<file path="src/rtl/fb_pkg.sv">
// Shared types and defaults for the double-buffered framebuffer display controller.
package fb_pkg;

    localparam int unsigned COORD_W   = 10;
    localparam int unsigned DEF_IMG_W = 195;
    localparam int unsigned DEF_IMG_H = 146;
    localparam int unsigned DEF_PIX_W = 16;

    typedef enum logic {
        IDLE,
        PENDING
    } swap_state_t;

endpackage

</file>
<file path="src/rtl/fb_scan_addr_gen.sv">
// Scan-out address generator: window test, power-of-2 downscale of screen coords,
// row*IMG_W+col. Two register stages (S1 coords, S2 RAM address).
module fb_scan_addr_gen
    import fb_pkg::*;
#(
    parameter int unsigned IMG_W      = DEF_IMG_W,
    parameter int unsigned IMG_H      = DEF_IMG_H,
    parameter int unsigned SCALE_LOG2 = 1,
    parameter int unsigned X_OFF      = 0,
    parameter int unsigned Y_OFF      = 0,
    parameter int unsigned BUF_AW     = 15
) (
    input  logic               clk,
    input  logic               reset,
    input  logic [COORD_W-1:0] x,
    input  logic [COORD_W-1:0] y,
    input  logic               front_sel,
    output logic [BUF_AW:0]    ram_addr_b,
    output logic               active_s2
);

    localparam int unsigned WIN_W = IMG_W << SCALE_LOG2;
    localparam int unsigned WIN_H = IMG_H << SCALE_LOG2;

    logic               active_c;
    logic [COORD_W-1:0] col_c;
    logic [COORD_W-1:0] row_c;
    logic               s1_active;
    logic [COORD_W-1:0] s1_col;
    logic [COORD_W-1:0] s1_row;
    logic [BUF_AW-1:0]  offset_c;

    // Subtraction wraps when left of / above the window; the >= terms mask that case.
    always_comb begin
        active_c = (32'(x) >= X_OFF) && (32'(y) >= Y_OFF) &&
                   ((32'(x) - X_OFF) < WIN_W) && ((32'(y) - Y_OFF) < WIN_H);
        col_c    = COORD_W'((32'(x) - X_OFF) >> SCALE_LOG2);
        row_c    = COORD_W'((32'(y) - Y_OFF) >> SCALE_LOG2);
    end

    assign offset_c = BUF_AW'(s1_row) * BUF_AW'(IMG_W) + BUF_AW'(s1_col);

    always_ff @(posedge clk or posedge reset) begin
        if (reset) begin
            s1_active  <= 1'b0;
            s1_col     <= '0;
            s1_row     <= '0;
            ram_addr_b <= '0;
            active_s2  <= 1'b0;
        end else begin
            s1_active  <= active_c;
            s1_col     <= col_c;
            s1_row     <= row_c;
            ram_addr_b <= {front_sel, s1_active ? offset_c : '0};
            active_s2  <= s1_active;
        end
    end

endmodule

</file>
<file path="src/rtl/fb_display_ctrl.sv">
// Double-buffered framebuffer controller: CPU port to back buffer, scaled scan-out
// from front buffer, vblank-synchronous swap. Optional macro FB_BORDER_EN adds BORDER_COLOR.
module fb_display_ctrl
    import fb_pkg::*;
#(
    parameter int unsigned IMG_W      = DEF_IMG_W,
    parameter int unsigned IMG_H      = DEF_IMG_H,
    parameter int unsigned PIX_W      = DEF_PIX_W,
    parameter int unsigned SCALE_LOG2 = 1,
    parameter int unsigned X_OFF      = 0,
    parameter int unsigned Y_OFF      = 0,
    parameter int unsigned BUF_AW     = 15
`ifdef FB_BORDER_EN
    ,
    parameter logic [PIX_W-1:0] BORDER_COLOR = '0
`endif
) (
    input  logic               clk,
    input  logic               reset,
    input  logic [COORD_W-1:0] x,
    input  logic [COORD_W-1:0] y,
    input  logic               i_vblank,
    input  logic [BUF_AW-1:0]  i_addr_a,
    input  logic [PIX_W-1:0]   i_data_a,
    input  logic               i_we_a,
    output logic [PIX_W-1:0]   o_data_a,
    input  logic               i_swap_req,
    output logic               o_swap_pending,
    output logic               o_front_sel,
    output logic [BUF_AW:0]    ram_addr_a,
    output logic [PIX_W-1:0]   ram_din_a,
    output logic               ram_we_a,
    input  logic [PIX_W-1:0]   ram_dout_a,
    output logic [BUF_AW:0]    ram_addr_b,
    input  logic [PIX_W-1:0]   ram_dout_b,
    output logic [PIX_W-1:0]   o_data_b,
    output logic               o_active_b
);

`ifdef FB_BORDER_EN
    localparam logic [PIX_W-1:0] OUTSIDE_PIX = BORDER_COLOR;
`else
    localparam logic [PIX_W-1:0] OUTSIDE_PIX = '0;
`endif

    swap_state_t state;
    swap_state_t state_nx;
    logic        front_nx;
    logic        active_s2;
    logic        active_s3;

    fb_scan_addr_gen #(
        .IMG_W     (IMG_W),
        .IMG_H     (IMG_H),
        .SCALE_LOG2(SCALE_LOG2),
        .X_OFF     (X_OFF),
        .Y_OFF     (Y_OFF),
        .BUF_AW    (BUF_AW)
    ) u_scan (
        .clk       (clk),
        .reset     (reset),
        .x         (x),
        .y         (y),
        .front_sel (o_front_sel),
        .ram_addr_b(ram_addr_b),
        .active_s2 (active_s2)
    );

    // CPU port always addresses the back buffer as seen this cycle.
    assign ram_addr_a     = {~o_front_sel, i_addr_a};
    assign ram_din_a      = i_data_a;
    assign ram_we_a       = i_we_a;
    assign o_data_a       = ram_dout_a;
    assign o_swap_pending = (state == PENDING);

    always_comb begin
        state_nx = state;
        front_nx = o_front_sel;
        unique case (state)
            IDLE: begin
                if (i_swap_req) begin
                    if (i_vblank) front_nx = ~o_front_sel;
                    else          state_nx = PENDING;
                end
            end
            PENDING: begin
                if (i_vblank) begin
                    front_nx = ~o_front_sel;
                    state_nx = IDLE;
                end
            end
        endcase
    end

    always_ff @(posedge clk or posedge reset) begin
        if (reset) begin
            state       <= IDLE;
            o_front_sel <= 1'b0;
            active_s3   <= 1'b0;
            o_data_b    <= '0;
            o_active_b  <= 1'b0;
        end else begin
            state       <= state_nx;
            o_front_sel <= front_nx;
            active_s3   <= active_s2;
            o_data_b    <= active_s3 ? ram_dout_b : OUTSIDE_PIX;
            o_active_b  <= active_s3;
        end
    end

endmodule

</file>
<file path="config.mk">
export PLATFORM = sky130hd
export DESIGN_NAME = fb_display_ctrl
export DESIGN_NICKNAME = d
export VERILOG_FILES = /design/src/rtl/fb_pkg.sv /design/src/rtl/fb_scan_addr_gen.sv /design/src/rtl/fb_display_ctrl.sv
export SDC_FILE = /design/constraint.sdc
export NUM_CORES = 1
export LEC_CHECK = 0
export CORE_UTILIZATION = 37
export CTS_CLUSTER_DIAMETER = 200
export DETAILED_ROUTE_END_ITERATION = 8
export GPL_TIMING_DRIVEN = 0
export PLACE_DENSITY = 0.81
export SKIP_LAST_GASP = 1
export SLEW_MARGIN = 5
export SYNTH_ARGS = -nofsm -noshare
export SYNTH_HDL_FRONTEND = slang
export SYNTH_HIERARCHICAL = 1
export SYNTH_SLANG_ARGS = --single-unit
export TNS_END_PERCENT = 20
</file>
<file path="constraint.sdc">
create_clock -name clk -period 3.2 [get_ports clk]
set_input_delay 0.64 -clock clk [delete_from_list [all_inputs] [get_ports clk]]
set_output_delay 0.64 -clock clk [all_outputs]
set_load 0.1 [all_outputs]
</file>
==> summary.md, run 1 <==
| Metric | Value |
|---|---|
| Pleak | `0.00249 uW` |
| Die Height | `98.9 um` |
| Area of the core | `9150 um2` |
| Final Critical Period | `3470 ps` |
| Post-layout util | `0.552` |
| Design Area, Final | `5050 um2` |
| Crit-path cells | `fa_2, ha_1, inv_1, fa_1, fa_1, inv_1, ha_4, a211o_1, a21oi_4, buf_4, buf_4, a31oi_1, o21a_1` |
| Final wirelength | `6.64 mm` |
| Post-DP Area | `4840 um2` |
| Post-route total power | `2720 uW` |
| Simple-gate portion of the synthesized area | `0.0846` |
| Max-cap violations | `0` |
| Detail Route Antenna Nets | `0` |
| Post-Synthesis Cells | `308` |
| First-pass GRT wire length | `11.0 mm` |
| 1st-pass router iterations | `4` |
| Maximum number of pins on one net before global-route repair | `37` |
| Ys async rst share | `1.00` |
| Max Clock Freq | `288 MHz` |
| Layout cells sized above 1 | `0.209` |
| Violated checks | `setup timing` |
| # port buffers | `121` |
| R2r worst-path depth | `13` |
| Seq/Total Area, Yosys | `0.403` |
| IO Pins | `172` |
| Total gr overflow | `0` |
| Drt wl/cell | `11.9 um` |
| Max FO, Critical Path | `3` |
| YS warnings | `6` |
| Mux share of post-synthesis cell area | `0` |
| Crit path DAT | `3680 ps` |
| Routability Congestion | `0.801` |
| Die Width | `98.9 um` |
| Die ar. | `9790 um2` |
| Crit path largest cell delay | `490 ps` |
| Cts bufs inserted | `5` |
| CTS max path bufs | `2` |
| Largest family of logic cells by synthesized area | `adder cells` |
| Detailed Place HPWL | `5.51 mm` |
| Share of the synthesized area in the top cell type | `0.403` |
| CP Class | `flop to flop` |
| Status | `finished, violations left` |
| Pwr dens | `539 nW/um2` |
| Final WS setup | `-269 ps` |
| DRC | `0` |
| Total number of vias | `2495` |
| RSZ-0062 raised after global routing | `yes` |
| Post-Synth XOR/XNOR Area | `0.0176` |
| VDD IR max | `0.238 mV` |
| Vias per cell | `4.49` |
| Synth Area per Inst | `11.3 um2` |
| Final hold vios | `0` |
| Initial core utilization | `0.380` |
| Dominant cell type by area after synthesis | `dfrtp_1` |
| EDFF count, synth | `0` |
| Worst Hold Path Cells | `0` |
| Htree depth | `2` |
| Net Count, Synth | `460` |
| Initial antenna violation count | `0` |
| FP Rows | `35` |
| Diodes inserted | `0` |
| Slew Viols, Final | `0` |
| Initial detailed-routing violation count | `65` |
| Worst setup EP type | `flop` |
| Primary FF master, synth | `dfrtp_1` |
| Layout area overhead | `45.2%` |
| Synth Area in Compound Gates | `0.0760` |
| Vias in the first global route | `2551` |
| Least-Margin Pin Slew | `988 ps` |
| Startpoint types | `flop` |
| Final period util | `1.08` |
| CTS tree | `built` |
| Post-synthesis adder-cell area fraction | `0.261` |
| GRT Resource Usage Total | `0.141` |
| CP max-delay cell | `fa_1` |
| Final setup fails | `6` |
| Synth area leaders | `dfrtp_1, ha_1, buf_4` |
| Clock Sinks | `56` |
| CP required | `3410 ps` |
| #FFs+latches synth | `56` |
| Cell area after synthesis | `3480 um2` |
| Fin Clk Skew | `5.83 ps` |
| Clock latency on the worst-skew pair | `310 ps` |
| CTS clk-pin slew, worst paths | `110 ps` |
| Net count, final | `596` |
| CTS Root Cell | `clkbuf_8` |
| Post-synth cell types | `43` |
| Hold/Removal Path Class | `flop to flop` |
| Slew headroom | `0.340` |
[flip-flops by register name (all words and copies together), names as in the netlist]
signal	count
o_swap_pending	1
u_scan/s1_col	9
u_scan/ram_addr_b	16
o_data_b	16
u_scan/s1_active	1
u_scan/active_s2	1
o_front_sel	1
u_scan/s1_row	9
o_active_b	1
active_s3	1
[worst paths after layout]
check / startpoint / endpoint / slack (ps)
max: u_scan/s1_row[7] / u_scan/ram_addr_b[12] / -270
min: u_scan/active_s2 / active_s3 / 360
max reg2reg: u_scan/s1_row[7] / u_scan/ram_addr_b[12] / -270
min reg2reg: u_scan/active_s2 / active_s3 / 360
max in group asynchronous: reset / u_scan/s1_row[7] / 1900
min in group asynchronous: reset / u_scan/ram_addr_b[4] / 790
[cell usage in the layout (no fill, tap or decap), drive strengths merged, types with 2 or more instances in the layout]
cell type / netlist / final
clkdlybuf4s50: 0 / 121
buf: 49 / 57
dfrtp: 56 / 56
ha: 50 / 50
inv: 46 / 48
and2: 20 / 20
fa: 14 / 14
nor2: 9 / 9
a21oi: 7 / 7
o21a: 6 / 6
clkbuf: 1 / 6
nand2: 5 / 5
xnor2: 4 / 4
nor3: 4 / 4
a211oi: 3 / 3
nand3: 3 / 3
a21o: 3 / 3
xor2: 3 / 3
o21ai: 3 / 3
and4: 2 / 2
o31ai: 2 / 2
nor2b: 2 / 2
[metal layers]
metal,vias up,share of wire,global-route usage
met3,7,0.066,0.0305
met5,-,0,0
met2,110,0.51,0.259
li1,1231,-,-
met4,0,0.013,0.0379
met1,1147,0.41,0.166
[power by group]
| part | switching, uW | internal, uW | leakage, uW | total [uW] |
|---|---|---|---|---|
| logic | 995 | 541 | 0.00172 | 1540 |
| clock network | 242 | 160 | 0.0000452 | 402 |
| registers | 27.7 | 757 | 0.000725 | 784 |
[stage by stage]
step / setup slack (ps) / std cells / hold WS (ps) / TNS, ps
final: -269 / 556 / 356 / -1040
after global routing: -374 / 556 / 358 / -1990
after CTS: -224 / 554 / 359 / -797
after detailed placement: -368 / 540 / 340 / -1120
after global placement: -290 / 540 / 332 / -877
after floorplan: -106 / 308 / 331 / -133
[synth_stat cells (4+ instances only)]
cell type and instances:
xnor2_1 4, nand2_1 5, ha_1 50, fa_1 14, inv_1 45, nor2_1 9, and2_2 12, buf_4 48
dfrtp_1 56, a21oi_1 6, o21a_1 6, nor3_1 4, and2_1 8
[worst max-delay path: cells and delay by family (launching register included)]
family | cells | cell delay (ps)
buf+inv | 4 | 350
fa+ha+maj | 5 | 1840
compound gates | 4 | 740
flops | 1 | 450
[cell type report]
type                            instances  area [um2]
Tap cell                              111         139
Clock inverter                          3        25.0
Timing Repair Buffer                  129        1270
Fill cell                             808        4100
Clock buffer                            5        68.8
Inverter                               46         173
Multi-Input combinational cell        156        1590
Buffer                                 50         377
Sequential cell                        56        1400
[cells by family (layout without fill, tap and decap cells)]
logic type | Yosys count | in the layout
simple gates | 49 | 49
xor+xnor | 7 | 7
buf+inv | 96 | 233
flops | 56 | 56
fa+ha+maj | 64 | 64
compound gates | 36 | 36
[what timing repair did]
action | CTS | global route
pin swaps | 5 | 5
gates resized for setup | 5 | 4
hold buffers | 0 | 0
setup endpoints to repair | 6 | 6
setup buffers | 6 | 2
(Power assumes the default switching activity.)
==> run 2: changes to the inputs <==
SLEW_MARGIN = 20   (was 5)
==> run 2 against run 1 <==
Net effect:
- the run still ends with setup timing left
- fmax grew 0.67%
- cell count fell by 0.18%
- die area unchanged
- routed wire length rose by 1.4%
- via count is 0.64% higher
- clock power about the same
- flip-flop and latch count unchanged
- combinational power barely moved
- register-to-register slack better by 20 ps
- sequential share of layout area barely moved
- critical path depth unchanged
- first-iteration DRC count shrank 7.7%
- critical path type unchanged
- critical endpoint unchanged
==> summary.md, run 2 (synthesis results as in run 1) <==
| Metric | Value |
|---|---|
| Status | `finished, violations left` |
| Violated checks | `setup timing` |
| Maximum number of pins on one net before global-route repair | `37` |
| Worst setup EP type | `flop` |
| CP Class | `flop to flop` |
| Pwr dens | `544 nW/um2` |
| Final setup fails | `6` |
| Initial antenna violation count | `0` |
| Final Critical Period | `3450 ps` |
| Vias per cell | `4.52` |
| IO Pins | `172` |
| GRT Resource Usage Total | `0.142` |
| Pleak | `0.00249 uW` |
| Final period util | `1.08` |
| Total gr overflow | `0` |
| DRC | `0` |
| CTS tree | `built` |
| Routability Congestion | `0.801` |
| Layout area overhead | `45.4%` |
| Vias in the first global route | `2570` |
| 1st-pass router iterations | `4` |
| CTS max path bufs | `2` |
| Max FO, Critical Path | `3` |
| Most frequent cells in the layout | `clkdlybuf4s50_1, buf_4, dfrtp_1` |
| Total number of vias | `2511` |
| Slew Viols, Final | `0` |
| Net count, final | `595` |
| Least-Margin Pin Slew | `988 ps` |
| CTS clk-pin slew, worst paths | `110 ps` |
| Die Height | `98.9 um` |
| Registers with the most flip-flops | `o_data_b: 16 flops, u_scan/ram_addr_b: 16 flops` |
| Area of the core | `9150 um2` |
| # port buffers | `121` |
| Initial detailed-routing violation count | `60` |
| RSZ-0062 raised after global routing | `yes` |
| First-pass GRT wire length | `11.0 mm` |
| R2r worst-path depth | `13` |
| Crit path largest cell delay | `490 ps` |
| Final WS setup | `-246 ps` |
| Crit-path cells | `ha_1, ha_1, inv_1, fa_1, fa_1, inv_1, ha_4, a211o_1, a21oi_4, buf_4, buf_4, a31oi_1, o21a_1` |
| Detailed Place HPWL | `5.48 mm` |
| Max Clock Freq | `290 MHz` |
| Cts bufs inserted | `5` |
| Layout cells sized above 1 | `0.209` |
| Initial core utilization | `0.380` |
| Detail Route Antenna Nets | `0` |
| Worst Hold Path Cells | `0` |
| Setup WS pre-CTS | `-348 ps` |
| Hold/Removal Path Class | `flop to flop` |
| Clock Sinks | `56` |
| Met1 wire length | `2.72 mm` |
| Diodes inserted | `0` |
| Crit path DAT | `3650 ps` |
| Final wirelength | `6.73 mm` |
| Htree depth | `2` |
| Die Width | `98.9 um` |
| Post-route total power | `2750 uW` |
| Drt wl/cell | `12.1 um` |
| Startpoint types | `flop` |
| Slew headroom | `0.340` |
| Most common cell after layout, fill and taps aside | `clkdlybuf4s50_1` |
| Die ar. | `9790 um2` |
| Fin Clk Skew | `6.60 ps` |
| Post-layout util | `0.552` |
| Fill count | `780` |
| Final hold vios | `0` |
| CP max-delay cell | `fa_1` |
| VDD IR max | `0.274 mV` |
| CP required | `3410 ps` |
| Met2 WL post-DR | `3.44 mm` |
| CTS Root Cell | `clkbuf_8` |
| Top sig layer | `met4` |
| FP Rows | `35` |
| Max-cap violations | `0` |
| Met3 WL | `455 um` |
| Clock latency on the worst-skew pair | `310 ps` |
## run 2: stage by stage
stage	TNS (ps)	hold WS (ps)	std cells	cell area, um2
2_1_floorplan	-133	331	308	3490
5_1_grt	-1790	369	555	5050
4_1_cts	-843	362	554	5020
6_report	-918	358	555	5050
3_5_place_dp	-1070	336	540	4840
3_3_place_gp	-877	332	540	4840
## run 2: what timing repair did
| action | CTS | global route |
|---|---|---|
| hold buffers | 0 | 0 |
| endpoints found under the hold margin | 0 | 0 |
| pin swaps | 4 | 3 |
| buffers inserted | 6 | 1 |
| gates cloned | 0 | 0 |
| gates resized for setup | 6 | 4 |
| setup endpoints to repair | 6 | 6 |
## run 2: final timing paths
kind                                          to        startpoint  slack (ps)
max                        u_scan/ram_addr_b[12]  u_scan/s1_row[2]        -250
min                                    active_s3  u_scan/active_s2         360
max reg2reg                u_scan/ram_addr_b[12]  u_scan/s1_row[2]        -250
min reg2reg                            active_s3  u_scan/active_s2         360
max in group asynchronous       u_scan/s1_row[7]             reset        1900
min in group asynchronous           o_data_b[13]             reset         790
## run 2: layout make-up
cell class | count | area (um2) | area share
flip-flops and latches | 56 | 1400 | 0.278
well taps | 111 | 139 | 0.0275
repair buffers | 128 | 1260 | 0.250
inverters | 46 | 173 | 0.0342
plain buffers | 50 | 377 | 0.0745
multi-input cells | 156 | 1610 | 0.318
clock inverters | 3 | 25.0 | 0.00495
clock buffers | 5 | 68.8 | 0.0136
## run 2: worst max-delay path: cells and delay by family, from the launching register on
family	cells	cell delay, ps
AOI/OAI and AO/OA	4	750
adders and majority gates	5	1810
buffers and inverters	4	350
DFF	1	430
## run 2: metal layers
metal | track usage | up-vias
li1 | - | 1224
met1 | 0.162 | 1153
met2 | 0.259 | 120
met3 | 0.0333 | 14
met4 | 0.0517 | 0
met5 | 0 | -
## run 2: report_power, final
group	switching [uW]	total (uW)	internal (uW)
clock	241	401	160
combinational	1010	1560	559
sequential	28.3	785	757
==> run 3: changes to the inputs <==
SKIP_CTS_REPAIR_TIMING = 1   (was default)
==> run 3 against run 2 <==
Net effect:
- the run still ends with setup timing left
- count of clock-buffer cells in the layout unchanged
- combinational power hardly changed
- fmax rose by 0.46%
- flip-flop and latch count stayed put
- register-to-register slack gained 20 ps
- critical endpoint is now u_scan/ram_addr_b[13]
- design area is 0.82% higher
- critical path type unchanged
==> summary.md, run 3 (synthesis results as in run 1) <==
| Metric | Value |
|---|---|
| Layout cells sized above 1 | `0.218` |
| VDD IR max | `0.274 mV` |
| FP Rows | `35` |
| Final Critical Period | `3430 ps` |
| Fill count | `767` |
| Vias in the first global route | `2529` |
| Final wirelength | `6.78 mm` |
| CTS tree | `built` |
| Post-DP Area | `4840 um2` |
| Most frequent cells in the layout | `clkdlybuf4s50_1, buf_4, dfrtp_1` |
| Least-Margin Pin Slew | `988 ps` |
| Max FO, Critical Path | `8` |
| Storage cell area | `1410 um2` |
| Detail Route Antenna Nets | `0` |
| DP Cell Count | `540` |
| Routability Congestion | `0.801` |
| Crit path DAT | `3620 ps` |
| 1st-pass router iterations | `4` |
| Die Width | `98.9 um` |
| Layout area overhead | `46.6%` |
| Hold/Removal Path Class | `flop to flop` |
| Vias per cell | `4.49` |
| Max Clock Freq | `292 MHz` |
| Worst setup EP type | `flop` |
| Die ar. | `9790 um2` |
| Fin Clk Skew | `7.17 ps` |
| Total number of vias | `2494` |
| Clock Sinks | `56` |
| Violated checks | `setup timing` |
| Max-cap violations | `0` |
| CP Class | `flop to flop` |
| Design Area, Final | `5090 um2` |
| # port buffers | `121` |
| Net count, final | `595` |
| Drt wl/cell | `12.2 um` |
| Cts bufs inserted | `5` |
| Startpoint types | `flop` |
| Pwr dens | `543 nW/um2` |
| IO Pins | `172` |
| Htree depth | `2` |
| First-pass GRT wire length | `10.8 mm` |
| Multi-input logic area | `1640 um2` |
| Final hold vios | `0` |
| Slew Viols, Final | `0` |
| Initial antenna violation count | `0` |
| Initial core utilization | `0.380` |
| Maximum number of pins on one net before global-route repair | `37` |
| Layout Cells excl Fill | `555` |
| CP required | `3390 ps` |
| Detailed Place HPWL | `5.48 mm` |
| Die Height | `98.9 um` |
| CTS Root Cell | `clkbuf_8` |
| Clock latency on the worst-skew pair | `310 ps` |
| Most common cell after layout, fill and taps aside | `clkdlybuf4s50_1` |
| Area of the core | `9150 um2` |
| Final setup fails | `5` |
| Initial detailed-routing violation count | `79` |
| Status | `finished, violations left` |
| Diodes inserted | `0` |
| Registers with the most flip-flops | `o_data_b: 16 flops, u_scan/ram_addr_b: 16 flops` |
| Final hold slack | `358 ps` |
| CTS max path bufs | `2` |
| DRC | `0` |
| Pleak | `0.00250 uW` |
| Final period util | `1.07` |
| Total gr overflow | `0` |
| CTS clk-pin slew, worst paths | `110 ps` |
| GRT Resource Usage Total | `0.138` |
| RSZ-0062 raised after global routing | `yes` |
| R2r setup slk | `-230 ps` |
| Final WS setup | `-230 ps` |
| Slew headroom | `0.340` |
## run 3: layout make-up
class / instances / area share
Multi-Input combinational cell: 156 / 0.323
Sequential cell: 56 / 0.276
Timing Repair Buffer: 128 / 0.248
Buffer: 50 / 0.0739
Inverter: 46 / 0.0339
Tap cell: 111 / 0.0273
Clock buffer: 5 / 0.0135
Clock inverter: 3 / 0.00491
## run 3: through the flow
stage	total power, uW	TNS, ps	setup WS (ps)	utilization
finish	2770	-725	-230	0.557
global route	2930	-1470	-311	0.557
CTS	2670	-1300	-369	0.539
detailed placement	2250	-1070	-348	0.529
global placement	2220	-877	-290	0.529
floorplan	1920	-133	-106	-
## run 3: path summary, 6_finish.rpt
check / startpoint / end / depth (start not counted)
max in group asynchronous: reset / u_scan/s1_row[7] / 2
min in group asynchronous: reset / o_data_b[13] / 2
worst max register to register: u_scan/s1_row[7] / u_scan/ram_addr_b[13] / 12
worst min-delay path: u_scan/active_s2 / active_s3 / 0
worst max-delay path: u_scan/s1_row[7] / u_scan/ram_addr_b[13] / 12
worst min register to register: u_scan/active_s2 / active_s3 / 0
## run 3: report_power, final
part | switching (uW) | total (uW) | internal [uW]
clock network | 238 | 398 | 160
registers | 29.0 | 786 | 757
logic | 1020 | 1580 | 569
total | 1280 | 2770 | 1490
## run 3: metal layers
metal / vias to the layer above / share of wire / global-route usage / routed length (um)
met4: 0 / 0.017 / 0.0482 / 117
met1: 1142 / 0.41 / 0.160 / 2780
li1: 1224 / - / - / -
met3: 12 / 0.066 / 0.0340 / 447
met2: 116 / 0.51 / 0.248 / 3440
met5: - / 0 / 0 / 0
## run 3: worst max-delay path, cell delays in order, from the launching register on
cell and delay (ps):
dfrtp_2 460, fa_2 340, ha_1 280, inv_1 50
fa_1 450, fa_1 490, inv_1 60, ha_4 240
a211o_1 300, a21oi_4 220, nor2b_4 80, o311ai_4 230
o41ai_2 120
